**src/rtl/axi_stream_pkg.sv**
```systemverilog
// Shared AXI-Stream widths and ITCH 5.0 Add Order types for the market-data datapath.
package axi_stream_pkg;

  localparam int AXIS_DATA_WIDTH = 64;
  localparam int AXIS_KEEP_WIDTH = AXIS_DATA_WIDTH / 8;

  localparam logic [7:0] ITCH_ADD_ORDER     = 8'h41;
  localparam logic [7:0] ITCH_SIDE_BUY      = 8'h42;
  localparam logic [7:0] ITCH_SIDE_SELL     = 8'h53;
  localparam int         ITCH_ADD_ORDER_LEN = 36;

  // side=1 is a sell order, side=0 a buy order
  typedef struct packed {
    logic        valid;
    logic [47:0] timestamp;
    logic [63:0] order_ref;
    logic        side;
    logic [31:0] shares;
    logic [63:0] stock;
    logic [31:0] price;
  } parsed_add_order_t;

  typedef enum logic [2:0] {
    S_IDLE,
    S_B0,
    S_B1,
    S_B2,
    S_B3,
    S_B4,
    S_GAP
  } add_order_state_t;

  function automatic logic [7:0] side_code(input logic side);
    return side ? ITCH_SIDE_SELL : ITCH_SIDE_BUY;
  endfunction

endpackage

```
**src/rtl/itch_add_order_encoder.sv**
```systemverilog
// Serializes one ITCH Add Order message per accepted order as five 64-bit AXI-Stream beats.
module itch_add_order_encoder
  import axi_stream_pkg::*;
#(
  parameter logic [15:0] TRACKING_INIT = 16'h0000,
  parameter int unsigned IDLE_GAP      = 0
) (
  input  logic                       clk,
  input  logic                       rst_n,
  input  logic                       in_valid,
  output logic                       in_ready,
  input  parsed_add_order_t          in_order,
  input  logic [15:0]                in_locate,
  output logic [AXIS_DATA_WIDTH-1:0] m_axis_tdata,
  output logic [AXIS_KEEP_WIDTH-1:0] m_axis_tkeep,
  output logic                       m_axis_tvalid,
  output logic                       m_axis_tlast,
  input  logic                       m_axis_tready,
  output logic [63:0]                msg_sent_count
);

  add_order_state_t state;
  logic [15:0] tracking;
  logic [15:0] hold_tracking;
  logic [15:0] hold_locate;
  logic [47:0] hold_ts;
  logic [63:0] hold_ref;
  logic        hold_side;
  logic [31:0] hold_shares;
  logic [63:0] hold_stock;
  logic [31:0] hold_price;
  logic [15:0] gap_cnt;
  logic        accept;
  logic        unused_valid;

  assign unused_valid = in_order.valid;

  // A new order can overlap the B4 handshake only when no idle gap is required
  assign in_ready = rst_n && ((state == S_IDLE) ||
                              ((state == S_B4) && m_axis_tready && (IDLE_GAP == 0)));
  assign accept   = in_valid && in_ready;

  always_ff @(posedge clk or negedge rst_n) begin
    if (!rst_n) begin
      state          <= S_IDLE;
      tracking       <= TRACKING_INIT;
      hold_tracking  <= '0;
      hold_locate    <= '0;
      hold_ts        <= '0;
      hold_ref       <= '0;
      hold_side      <= 1'b0;
      hold_shares    <= '0;
      hold_stock     <= '0;
      hold_price     <= '0;
      gap_cnt        <= '0;
      msg_sent_count <= '0;
    end else begin
      if (accept) begin
        hold_tracking <= (state == S_B4) ? tracking + 16'd1 : tracking;
        hold_locate   <= in_locate;
        hold_ts       <= in_order.timestamp;
        hold_ref      <= in_order.order_ref;
        hold_side     <= in_order.side;
        hold_shares   <= in_order.shares;
        hold_stock    <= in_order.stock;
        hold_price    <= in_order.price;
      end
      case (state)
        S_IDLE: if (accept) state <= S_B0;
        S_B0:   if (m_axis_tready) state <= S_B1;
        S_B1:   if (m_axis_tready) state <= S_B2;
        S_B2:   if (m_axis_tready) state <= S_B3;
        S_B3:   if (m_axis_tready) state <= S_B4;
        S_B4: begin
          if (m_axis_tready) begin
            msg_sent_count <= msg_sent_count + 64'd1;
            tracking       <= tracking + 16'd1;
            // The S_IDLE accept cycle is itself one of the idle-gap cycles
            if (accept) begin
              state <= S_B0;
            end else if (IDLE_GAP > 1) begin
              state   <= S_GAP;
              gap_cnt <= 16'(IDLE_GAP - 2);
            end else begin
              state <= S_IDLE;
            end
          end
        end
        S_GAP: begin
          if (gap_cnt == 16'd0) state <= S_IDLE;
          else gap_cnt <= gap_cnt - 16'd1;
        end
        default: state <= S_IDLE;
      endcase
    end
  end

  always_comb begin
    m_axis_tdata  = '0;
    m_axis_tkeep  = '0;
    m_axis_tvalid = 1'b0;
    m_axis_tlast  = 1'b0;
    case (state)
      S_B0: begin
        m_axis_tvalid = 1'b1;
        m_axis_tkeep  = 8'hFF;
        m_axis_tdata  = {ITCH_ADD_ORDER, hold_locate, hold_tracking, hold_ts[47:24]};
      end
      S_B1: begin
        m_axis_tvalid = 1'b1;
        m_axis_tkeep  = 8'hFF;
        m_axis_tdata  = {hold_ts[23:0], hold_ref[63:24]};
      end
      S_B2: begin
        m_axis_tvalid = 1'b1;
        m_axis_tkeep  = 8'hFF;
        m_axis_tdata  = {hold_ref[23:0], side_code(hold_side), hold_shares};
      end
      S_B3: begin
        m_axis_tvalid = 1'b1;
        m_axis_tkeep  = 8'hFF;
        m_axis_tdata  = hold_stock;
      end
      S_B4: begin
        m_axis_tvalid = 1'b1;
        m_axis_tkeep  = 8'hF0;
        m_axis_tlast  = 1'b1;
        m_axis_tdata  = {hold_price, 32'h0};
      end
      default: ;
    endcase
  end

endmodule
```
**config.mk**
```make
export PLATFORM = sky130hd
export DESIGN_NAME = itch_add_order_encoder
export DESIGN_NICKNAME = d
export VERILOG_FILES = /design/src/rtl/axi_stream_pkg.sv /design/src/rtl/itch_add_order_encoder.sv
export SDC_FILE = /design/constraint.sdc
export NUM_CORES = 1
export LEC_CHECK = 0
export ABC_AREA = 1
export BUFFER_PORTS_ARGS = -buffer_cell sky130_fd_sc_hd__buf_2
export CAP_MARGIN = 30
export CORE_MARGIN = 2
export CORE_UTILIZATION = 25
export CTS_CLUSTER_DIAMETER = 120
export DETAILED_ROUTE_END_ITERATION = 6
export REMOVE_ABC_BUFFERS = 1
export SLEW_MARGIN = 20
export SYNTH_ARGS = -nofsm -noshare
export SYNTH_HDL_FRONTEND = slang
export SYNTH_SLANG_ARGS = --single-unit
export TNS_END_PERCENT = 5
```
**constraint.sdc**
```tcl
create_clock -name clk -period 2.3 [get_ports clk]
set_input_delay 0.46 -clock clk [delete_from_list [all_inputs] [get_ports clk]]
set_output_delay 0.46 -clock clk [all_outputs]
set_load 0.05 [all_outputs]
```
==> results of run 1 <==
[cell families after synthesis]
kind of cell,count (synthesis),synth area share (%)
buffers and inverters,218,5.902
DFF,372,51.60
AOI/OAI and AO/OA,136,4.897
xor gates and xnor gates,57,2.767
and+or+nand+nor,1559,34.55
adders and majority gates,4,0.2774
[state kept, by name, indices dropped and copies added, names as in the netlist]
register,cells
hold_ts,48
hold_price,32
hold_tracking,16
hold_locate,16
tracking,16
msg_sent_count,64
hold_stock,64
state,3
hold_ref,64
gap_cnt,16
hold_shares,32
hold_side,1
[metal layers]
layer | GRT usage (%) | vias up
met1 | 21.63 | 7587
met3 | 2.759 | 113
met4 | 6.622 | 8
li1 | - | 8186
met5 | 0 | -
met2 | 23.66 | 426
[cell usage after synthesis, types with 13 or more instances]
| master | n | area share (%) |
|---|---|---|
| a21oi_1 | 13 | 0.36 |
| a22oi_1 | 57 | 2.4 |
| buf_2 | 35 | 0.97 |
| buf_6 | 23 | 1.4 |
| clkbuf_1 | 34 | 0.71 |
| dfrtp_1 | 372 | 52 |
| inv_1 | 108 | 2.2 |
| nand2_1 | 1238 | 26 |
| nand3_1 | 74 | 2.1 |
| nand4_1 | 45 | 1.6 |
| nor2_1 | 158 | 3.3 |
| o211ai_1 | 13 | 0.54 |
| o21ai_0 | 45 | 1.2 |
| xnor2_1 | 25 | 1.2 |
| xor2_1 | 32 | 1.6 |
[repair_timing]
action                                  in CTS  in global routing
pin swaps                                    1                  8
endpoints found under the setup margin      75                 75
endpoints found under the hold margin        4                  0
gates resized for setup                    153                 20
hold buffers                                 1                  0
setup buffers                                9                  2
gates cloned                                 3                  0
[worst max-delay path: cells and delay by family (launching register included)]
family | cells | cell delay [ns]
buffers and inverters | 5 | 0.71
flip-flops | 1 | 0.39
AND/OR/NAND/NOR | 2 | 0.33
AO/OA/AOI/OAI | 1 | 0.08
[power by group through the flow]
stage | registers [mW] | clock network, mW | logic (mW)
6_report | 10.4 | 7.64 | 12.6
5_1_grt | 10.7 | 8.11 | 13.7
4_1_cts | 10.3 | 7.89 | 12.6
3_5_place_dp | 10.4 | 0 | 11.0
3_3_place_gp | 10.4 | 0 | 10.9
2_1_floorplan | 10.2 | 0 | 7.36
[final cells by class]
class	count	area [µm²]	area share, %
Timing Repair Buffer	459	3273	13.88
Clock buffer	58	1235	5.237
Multi-Input combinational cell	1756	7752	32.88
Tap cell	950	1189	5.041
Sequential cell	372	9310	39.48
Antenna cell	16	40.04	0.1698
Clock inverter	25	341.6	1.449
Inverter	113	439.2	1.862
[worst min-delay path by stage]
stage | end | cells after the start | slack (ns) | from
after floorplan | gap_cnt[0] | 0 | 0.16 | rst_n
after global placement | msg_sent_count[58] | 1 | 0.29 | rst_n
after detailed placement | msg_sent_count[58] | 1 | 0.28 | rst_n
after CTS | hold_ref[1] | 3 | 0.02 | in_order[130]
after global routing | hold_ref[3] | 3 | 0.04 | in_order[132]
final | hold_stock[22] | 3 | 0.07 | in_order[54]
[metrics by stage]
stage	utilization, %	instance area, µm²	hold WS [ns]
6_report	32.99	23580	0.07161
5_1_grt	32.98	23580	0.03635
4_1_cts	32.84	23470	0.02044
3_5_place_dp	29.73	21250	0.2822
3_3_place_gp	29.73	21250	0.2859
2_1_floorplan	-	17400	0.1644
==> key figures, run 1 <==
Global route
  – GRT overflow: 0
  – Initial antenna violation count: 23
  – Pin count of the biggest net entering global routing: 126
  – First-pass GRT wire length: approximately 91 mm
  – Tot GR Track Use: 15.54%
  – Number of global-route vias before repair: 15,962

Synth
  – Seq/Total Area, Yosys: between 50% and 60%
  – Avg Cell Area, Syn: ~7.7 µm²
  – YS warnings: 0
  – Top FF cell, synth: dfrtp_1
  – Synthesized instance count: 2,346
  – #FFs+latches synth: 372
  – Netlist cell types: 33
  – Synthesized cell area: between 15,000 and 20,000 µm²
  – Post-synth EDFFs: 0
  – Asr flop ratio synth: 100.0%

Drt
  – Vias after detailed routing: approximately 16,000
  – Met3 WL post-DR: 3.166 mm
  – DR WL met2: 26.33 mm
  – Iter 0 DRT Violations: 1,086
  – Routed Antenna Nets: 0
  – DR vias/cell: approximately 4.4
  – Final wirelength: between 50 and 60 mm
  – Wire length on met1: 27.34 mm
  – Drt drc: 0
  – Highest routed layer: met5
  – Drt wl/cell: 15.73 µm
  – Drt pass-1 iters: 5

STA
  – Final Critical Period: between 2 and 3 ns
  – Unrepaired setup endpoints after global routing: yes
  – Max_slew headroom: between 40% and 50%
  – Endpoints failing setup: 74
  – Max Clk Rate: approximately 0.39 GHz
  – Setup_tns: -14.53 ns
  – Fin crit share: 112.4%
  – Slew @ Worst Pin: 0.7668 ns
  – Pins over their slew limit: 0
  – Max Clock Skew: between 0.015 and 0.02 ns
  – Worst setup margin: -0.2842 ns
  – Final Hold Vio Count: 0

Pwr
  – Maximum VDD drop: 1094 µV
  – Comb power frac: 41.1%
  – Clock power frac: roughly a quarter
  – Net Sw Power: 12.64 mW
  – Leakage: between 10 and 15 nW
  – Seq pwr share: approximately a third
  – Switching share of power: slightly above 40%
  – P per Cell Area: 1296 nW/µm²
  – Cell Int Power: 17.92 mW
  – Pwr Total: 30.57 mW

Critical path
  – Reg2Reg Depth: 11
  – Critical Path RT: 1.84 ns
  – Crit. End Element: output pin
  – RR Startpoint: state[1]
  – R2R Path End: msg_sent_count[59]
  – Crit Path Max Fanout: 15
  – Biggest cell delay along the critical path: 0.39 ns
  – CP Capture Point: m_axis_tdata[47]
  – Worst path cell trace: inv_2 -> nor3_4 -> buf_6 -> buf_12 -> buf_12 -> a22oi_1 -> nand4_1 -> buf_6
  – Reg2Reg Setup Slack: 0.11 ns
  – Crit-path slowest cell: dfrtp_1
  – Critical Path AT: between 2 and 2.5 ns
  – Crit path launch: state[0]
  – CP startpoint kind: flop
  – Setup CP Type: reg2out

Status
  – Outcome: complete, but fails checks
  – Failing checks: setup timing

Place
  – Placed cell count: approximately 3,600
  – Hpwl dp: 40.51 mm
  – IO buf count: between 300 and 400
  – Pre-CTS setup slack: 0.1294 ns
  – Gp weighted congestion: between 0.8 and 0.9

Floorplan
  – Top Ports: 401
  – Core box area: 71,490 µm²
  – Cell Rows: 98
  – Die area: 74,320 µm²
  – Die span in y: 272.6 µm
  – Initial core utilization: 25.24%
  – Die width: between 200 and 300 µm

Clocking
  – CTS Sinks: 372
  – Root Driver: clkbuf_16
  – H-Tree Depth: 2
  – TritonCTS Buffers: between 40 and 50
  – Maximum buffer depth of the clock tree: 3
  – Clock slew at reported path FFs: 0.06 ns
  – Skew-Pair Late Insertion Delay: 0.58 ns
  – CTS tree: yes

Job
  – Max cap viols: 0

Layout
  – Commonest non-fill, non-tap cell in the layout: nand2_1
  – Final Non-Filler Cells: 3,749
  – Commonest non-fill, non-tap cells in the layout: nand2_1, dfrtp_1, buf_2
  – Share of layout cells above drive strength 1: between 20% and 30%
  – Final nets: 3,013
  – Layout fillers: 7,557
  – P&R area growth vs syn: 30.71%

Min path
  – Hold crit path type: in2reg
Power figures use the tool's default switching activity.
==> run 2, diff against run 1 <==
GPL_TIMING_DRIVEN = 0   (was not set)
==> run 2 against run 1 <==
The run still ends with setup timing left; flip-flop and latch count stayed put; sequential share of layout area is 1.1 points lower; combinational power is 6% higher; critical endpoint is now m_axis_tdata[36]; largest power group unchanged.
==> key figures, run 2 (same netlist as run 1, synthesis figures left out) <==
Status
  – Outcome: complete, but fails checks
  – Failing checks: setup timing

Job
  – Max cap viols: 0

Place
  – Hpwl dp: 39.29 mm
  – IO buf count: 399
  – Placed cell count: 3,609
  – DP Area: between 20,000 and 25,000 µm²
  – Gp weighted congestion: just over 0.9

Pwr
  – Maximum VDD drop: 989.8 µV
  – P per Cell Area: 1282 nW/µm²
  – Leakage: 12.48 nW
  – Pwr Total: about 31 mW

Critical path
  – Critical Path Stages: 9
  – Setup CP Type: reg2out
  – Crit-path leading delay family: buffers and inverters
  – Worst path cell trace: buf_4 -> nand3_4 -> buf_12 -> clkinv_16 -> nand2_2 -> nand2_1 -> a221oi_2 -> nand2_1 -> buf_6
  – Crit Path Max Fanout: 7
  – Critical Path AT: 2.23 ns
  – Crit-path slowest cell: dfrtp_4
  – CP startpoint kind: flop
  – Buf+Inv Stages, Crit Path: 4
  – Crit path launch: state[2]
  – Cell repeated most along the worst path: nand2_1
  – RR Startpoint: state[1]
  – Critical Path RT: ~1.8 ns
  – Reg2Reg Depth: 14
  – Biggest cell delay along the critical path: 0.55 ns
  – Crit. End Element: output pin

Clocking
  – Skew-Pair Late Insertion Delay: 0.58 ns
  – Root Driver: clkbuf_16
  – TritonCTS Buffers: 45
  – CTS tree: yes
  – H-Tree Depth: 2
  – Clock slew at reported path FFs: ~0.070 ns
  – CTS Sinks: 372
  – Maximum buffer depth of the clock tree: 3

Global route
  – Initial antenna violation count: 20
  – GRT overflow: 0
  – Pin count of the biggest net entering global routing: approximately 110
  – First-pass GRT wire length: 96.30 mm
  – Tot GR Track Use: 16.71%
  – Number of global-route vias before repair: 16,255

Layout
  – Fin area: 24,260 µm²
  – Largest regs: hold_ref (64), hold_stock (64), msg_sent_count (64)
  – Commonest non-fill, non-tap cell in the layout: nand2_1
  – P&R area growth vs syn: 34.48%
  – Final nets: 3,034
  – Final Non-Filler Cells: 3,765
  – Commonest non-fill, non-tap cells in the layout: nand2_1, dfrtp_1, buf_2
  – Final core occ: 33.94%
  – Share of layout cells above drive strength 1: 22.33%

STA
  – Worst setup margin: -0.3856 ns
  – Fin crit share: 116.8%
  – Pins over their slew limit: 0
  – Slew @ Worst Pin: about 0.67 ns
  – Final Hold Vio Count: 0
  – Max Clk Rate: between 0.3 and 0.4 GHz
  – Max Clock Skew: around 0.022 ns
  – Unrepaired setup endpoints after global routing: yes
  – Max_slew headroom: a little under three fifths
  – Final Critical Period: 2.686 ns
  – Setup_tns: -38.81 ns
  – Endpoints failing setup: 260

Drt
  – DR vias/cell: 4.467
  – Drt drc: 0
  – Drt wl/cell: 17.21 µm
  – Drt pass-1 iters: 5
  – Final wirelength: 64.79 mm
  – Iter 0 DRT Violations: 1,362
  – Vias after detailed routing: 16,817
  – Routed Antenna Nets: 0

Floorplan
  – Die area: 74,320 µm²
  – Core box area: 71,490 µm²
  – Die span in y: 272.6 µm
  – Die width: 272.6 µm
  – Cell Rows: 98
  – Top Ports: 401
  – Initial core utilization: 25.24%

Min path
  – Hold depth: 3
  – Min-delay src: in_order[207]
  – Hold crit path type: in2reg
-- run 2: per-stage QoR --
stage | setup WS, ns | hold slack (ns)
4_1_cts | -0.4241 | -0.07434
3_3_place_gp | -20.32 | 0.4593
3_5_place_dp | -1.501 | 0.4424
5_1_grt | -0.4941 | 0.04017
2_1_floorplan | -5.495 | 0.1644
6_report | -0.3856 | 0.07318
-- run 2: worst reg2reg max path, stage by stage, from the launching register on --
cell and delay [ns]:
dfrtp_2 0.47, clkinv_4 0.08, buf_4 0.15, nand3_4 0.10, buf_4 0.16, buf_6 0.11, nor2_4 0.51, buf_16 0.24
nand2_4 0.11, nor2_4 0.14, nand2_2 0.09, nor2_4 0.14, nand3_1 0.08, nand2_1 0.06, nand2_1 0.05
-- run 2: path summary, 6_finish.rpt --
check | endpoint | slack [ns]
max | m_axis_tdata[36] | -0.39
min | hold_ts[14] | 0.07
max reg2reg | msg_sent_count[40] | -0.30
min reg2reg | hold_price[15] | 0.48
max in group asynchronous | hold_ref[26] | 0.73
min in group asynchronous | msg_sent_count[55] | 0.62
-- run 2: metal layers --
layer / vias up / global-route usage [%] / share of wire, %
met5: - / 0 / 0.088
li1: 8222 / - / -
met1: 7972 / 23.03 / 46
met2: 497 / 26.39 / 45
met3: 116 / 3.023 / 6.0
met4: 10 / 5.596 / 2.8
-- run 2: layout make-up --
cell class | count | area, µm²
fillers | 7512 | 47230
flip-flops and latches | 372 | 9315
multi-input cells | 1758 | 7958
repair buffers | 472 | 3630
clock buffers | 64 | 1319
well taps | 950 | 1189
inverters | 113 | 521.8
clock inverters | 19 | 222.7
repair inverters | 6 | 78.83
diodes | 11 | 27.53
-- run 2: repair_timing --
item                                    4_1_cts  5_1_grt
endpoints found under the setup margin      394      194
cloned                                       13        5
resized for setup                           195       50
endpoints found under the hold margin        60      113
buffers inserted                             28       13
pin swaps                                    11       14
hold buffers                                  3        2
-- run 2: where the power goes --
part / switching [mW] / leakage, nW / internal (mW)
sequential: 1.44 / 4.75 / 8.94
clock: 3.01 / 0.748 / 4.45
combinational: 8.65 / 6.98 / 4.62
==> run 3, diff against run 2 <==
clock period = 3.2 ns   (was 2.3 ns; I/O delays follow)
==> run 3 against run 2 <==
Flip-flop and latch count is the same; final cell count shrank 1.3%; highest routed layer unchanged; via count shrank 2.7%; global-route usage shrank 1.2 points; the flow now finishes without violations.
==> key figures, run 3 (same netlist as run 1, synthesis figures left out) <==
Layout
  – Share of layout cells above drive strength 1: 19.51%
  – Commonest non-fill, non-tap cells in the layout: nand2_1, buf_2, dfrtp_1
  – Commonest non-fill, non-tap cell in the layout: nand2_1
  – Final Non-Filler Cells: 3,717
  – Fin area: between 20,000 and 25,000 µm²
  – Layout fillers: 7,633
  – Largest regs: hold_ref (64), hold_stock (64), msg_sent_count (64)
  – P&R area growth vs syn: 27.37%
  – Final nets: ~3,000

Global route
  – Tot GR Track Use: 15.48%
  – Pin count of the biggest net entering global routing: 104
  – Number of global-route vias before repair: 15,744
  – Initial antenna violation count: 22
  – First-pass GRT wire length: 90.64 mm
  – GRT overflow: 0

Clocking
  – Root Driver: clkbuf_16
  – TritonCTS Buffers: 45
  – CTS Sinks: roughly 370
  – Skew-Pair Late Insertion Delay: 0.57 ns
  – H-Tree Depth: 2
  – Maximum buffer depth of the clock tree: 3
  – Clock slew at reported path FFs: about 0.060 ns
  – CTS tree: yes

Pwr
  – P per Cell Area: approximately 900 nW/µm²
  – Leakage: about 12 nW
  – Maximum VDD drop: approximately 850 µV
  – Pwr Total: 20.71 mW

Floorplan
  – Die width: 272.6 µm
  – Cell Rows: just under 100
  – Die span in y: ~270 µm
  – Core box area: 71,490 µm²
  – Top Ports: 401
  – Die area: 74,320 µm²
  – Initial core utilization: between 20% and 30%

Job
  – Max cap viols: 0

Place
  – DP Area: 21,070 µm²
  – Pre-CTS setup slack: -0.6149 ns
  – Gp weighted congestion: 0.9152
  – Hpwl dp: 39.29 mm
  – Placed cell count: between 3,000 and 4,000
  – IO buf count: 399

Critical path
  – Biggest cell delay along the critical path: 0.50 ns
  – RR Startpoint: state[1]
  – Crit-path leading delay family: buffers and inverters
  – Crit Path Max Fanout: 47
  – R2R Path End: hold_shares[31]
  – Setup CP Type: reg2out
  – Reg2Reg Setup Slack: between 0.2 and 0.25 ns
  – Crit-path slowest cell: dfrtp_2
  – Critical Path AT: ~2.5 ns
  – Worst path cell trace: inv_2 -> nand3_4 -> inv_16 -> a221oi_1 -> nand3_1 -> buf_2
  – Buf+Inv Stages, Crit Path: 3
  – Reg2Reg Depth: 9
  – Crit path launch: state[1]
  – CP startpoint kind: flop
  – Critical Path RT: 2.56 ns
  – Crit. End Element: output pin

STA
  – Max Clk Rate: 0.3190 GHz
  – Unrepaired setup endpoints after global routing: yes
  – Pins over their slew limit: 0
  – Max Clock Skew: 0.01690 ns
  – Max_slew headroom: 57.83%
  – Final Hold Vio Count: 0
  – Endpoints failing setup: 0
  – Slew @ Worst Pin: 0.6311 ns
  – Fin crit share: between 90% and 100%
  – Worst setup margin: about 0.065 ns
  – Final Critical Period: around 3.1 ns

Drt
  – Drt pass-1 iters: 5
  – Final wirelength: 59.17 mm
  – DR vias/cell: 4.400
  – Iter 0 DRT Violations: 1,237
  – Drt wl/cell: ~16 µm
  – Vias after detailed routing: 16,355
  – Drt drc: 0
  – Routed Antenna Nets: 0

Min path
  – Hold crit path type: in2async

Status
  – Outcome: finished, final reports clean
## run 3: cell types whose count changed in the layout (fill, tap and decap cells not counted), moves of 4 or more
cell / previous run / this run
buf_12: 9 / 3
clkbuf_4: 0 / 6
nor2_4: 9 / 5
nand2_2: 7 / 0
nand2_1: 1226 / 1236
buf_2: 324 / 382
diode_2: 11 / 15
buf_6: 59 / 1
a22oi_2: 16 / 0
a22oi_1: 41 / 57
buf_4: 47 / 12
buf_16: 20 / 13
## run 3: layout make-up
type / count / area, µm² / area share, %
sequential: 372 / 9315 / 40.54
inverter: 113 / 504.2 / 2.195
tap: 950 / 1189 / 5.173
timing repair buffer: 425 / 2614 / 11.38
clock buffer: 64 / 1319 / 5.739
antenna: 15 / 37.54 / 0.1634
multi-input combinational: 1758 / 7767 / 33.81
clock inverter: 19 / 222.7 / 0.9693
timing repair inverter: 1 / 8.758 / 0.03812
## run 3: how the worst max path moves through the flow
| stage | end | slack [ns] | depth (start not counted) |
|---|---|---|---|
| 6_report | m_axis_tdata[33] | 0.07 | 6 |
| 5_1_grt | m_axis_tdata[33] | -0.07 | 6 |
| 4_1_cts | m_axis_tdata[31] | -0.03 | 4 |
| 3_5_place_dp | hold_ref[47] | -0.61 | 9 |
| 3_3_place_gp | hold_tracking[6] | -19.60 | 5 |
| 2_1_floorplan | hold_tracking[4] | -4.63 | 6 |
## run 3: where the power goes
group	leakage (nW)	internal [mW]	total [mW]	switching [mW]
clock	0.748	3.20	5.34	2.14
sequential	4.75	6.42	7.41	0.991
combinational	6.45	2.26	7.96	5.70
## run 3: metrics by stage
step / util, % / hold slack (ns) / setup TNS, ns
detailed placement: 29.48 / 0.4607 / -82.19
global placement: 28.80 / 0.4593 / -7855.76
global route: 32.14 / 0.08738 / -0.5100
CTS: 31.97 / 0.06647 / -0.03403
floorplan: - / 0.3444 / -1220.69
finish: 32.14 / 0.08787 / 0
## run 3: per-layer routing
metal | GRT usage, % | vias up | part of all wire [%]
met4 | 5.726 | 8 | 2.8
li1 | - | 8104 | -
met5 | 0 | - | 0.078
met2 | 23.83 | 419 | 45
met3 | 2.794 | 104 | 5.1
met1 | 21.64 | 7720 | 47
## run 3: repair_timing
action / 4_1_cts / 5_1_grt
endpoints found under the setup margin: 270 / 167
buffers inserted: 2 / 0
resized for setup: 31 / 24
hold endpoints to repair: 2 / 0
hold buffers: 3 / 0
gates cloned: 4 / 1
pin swaps: 4 / 3
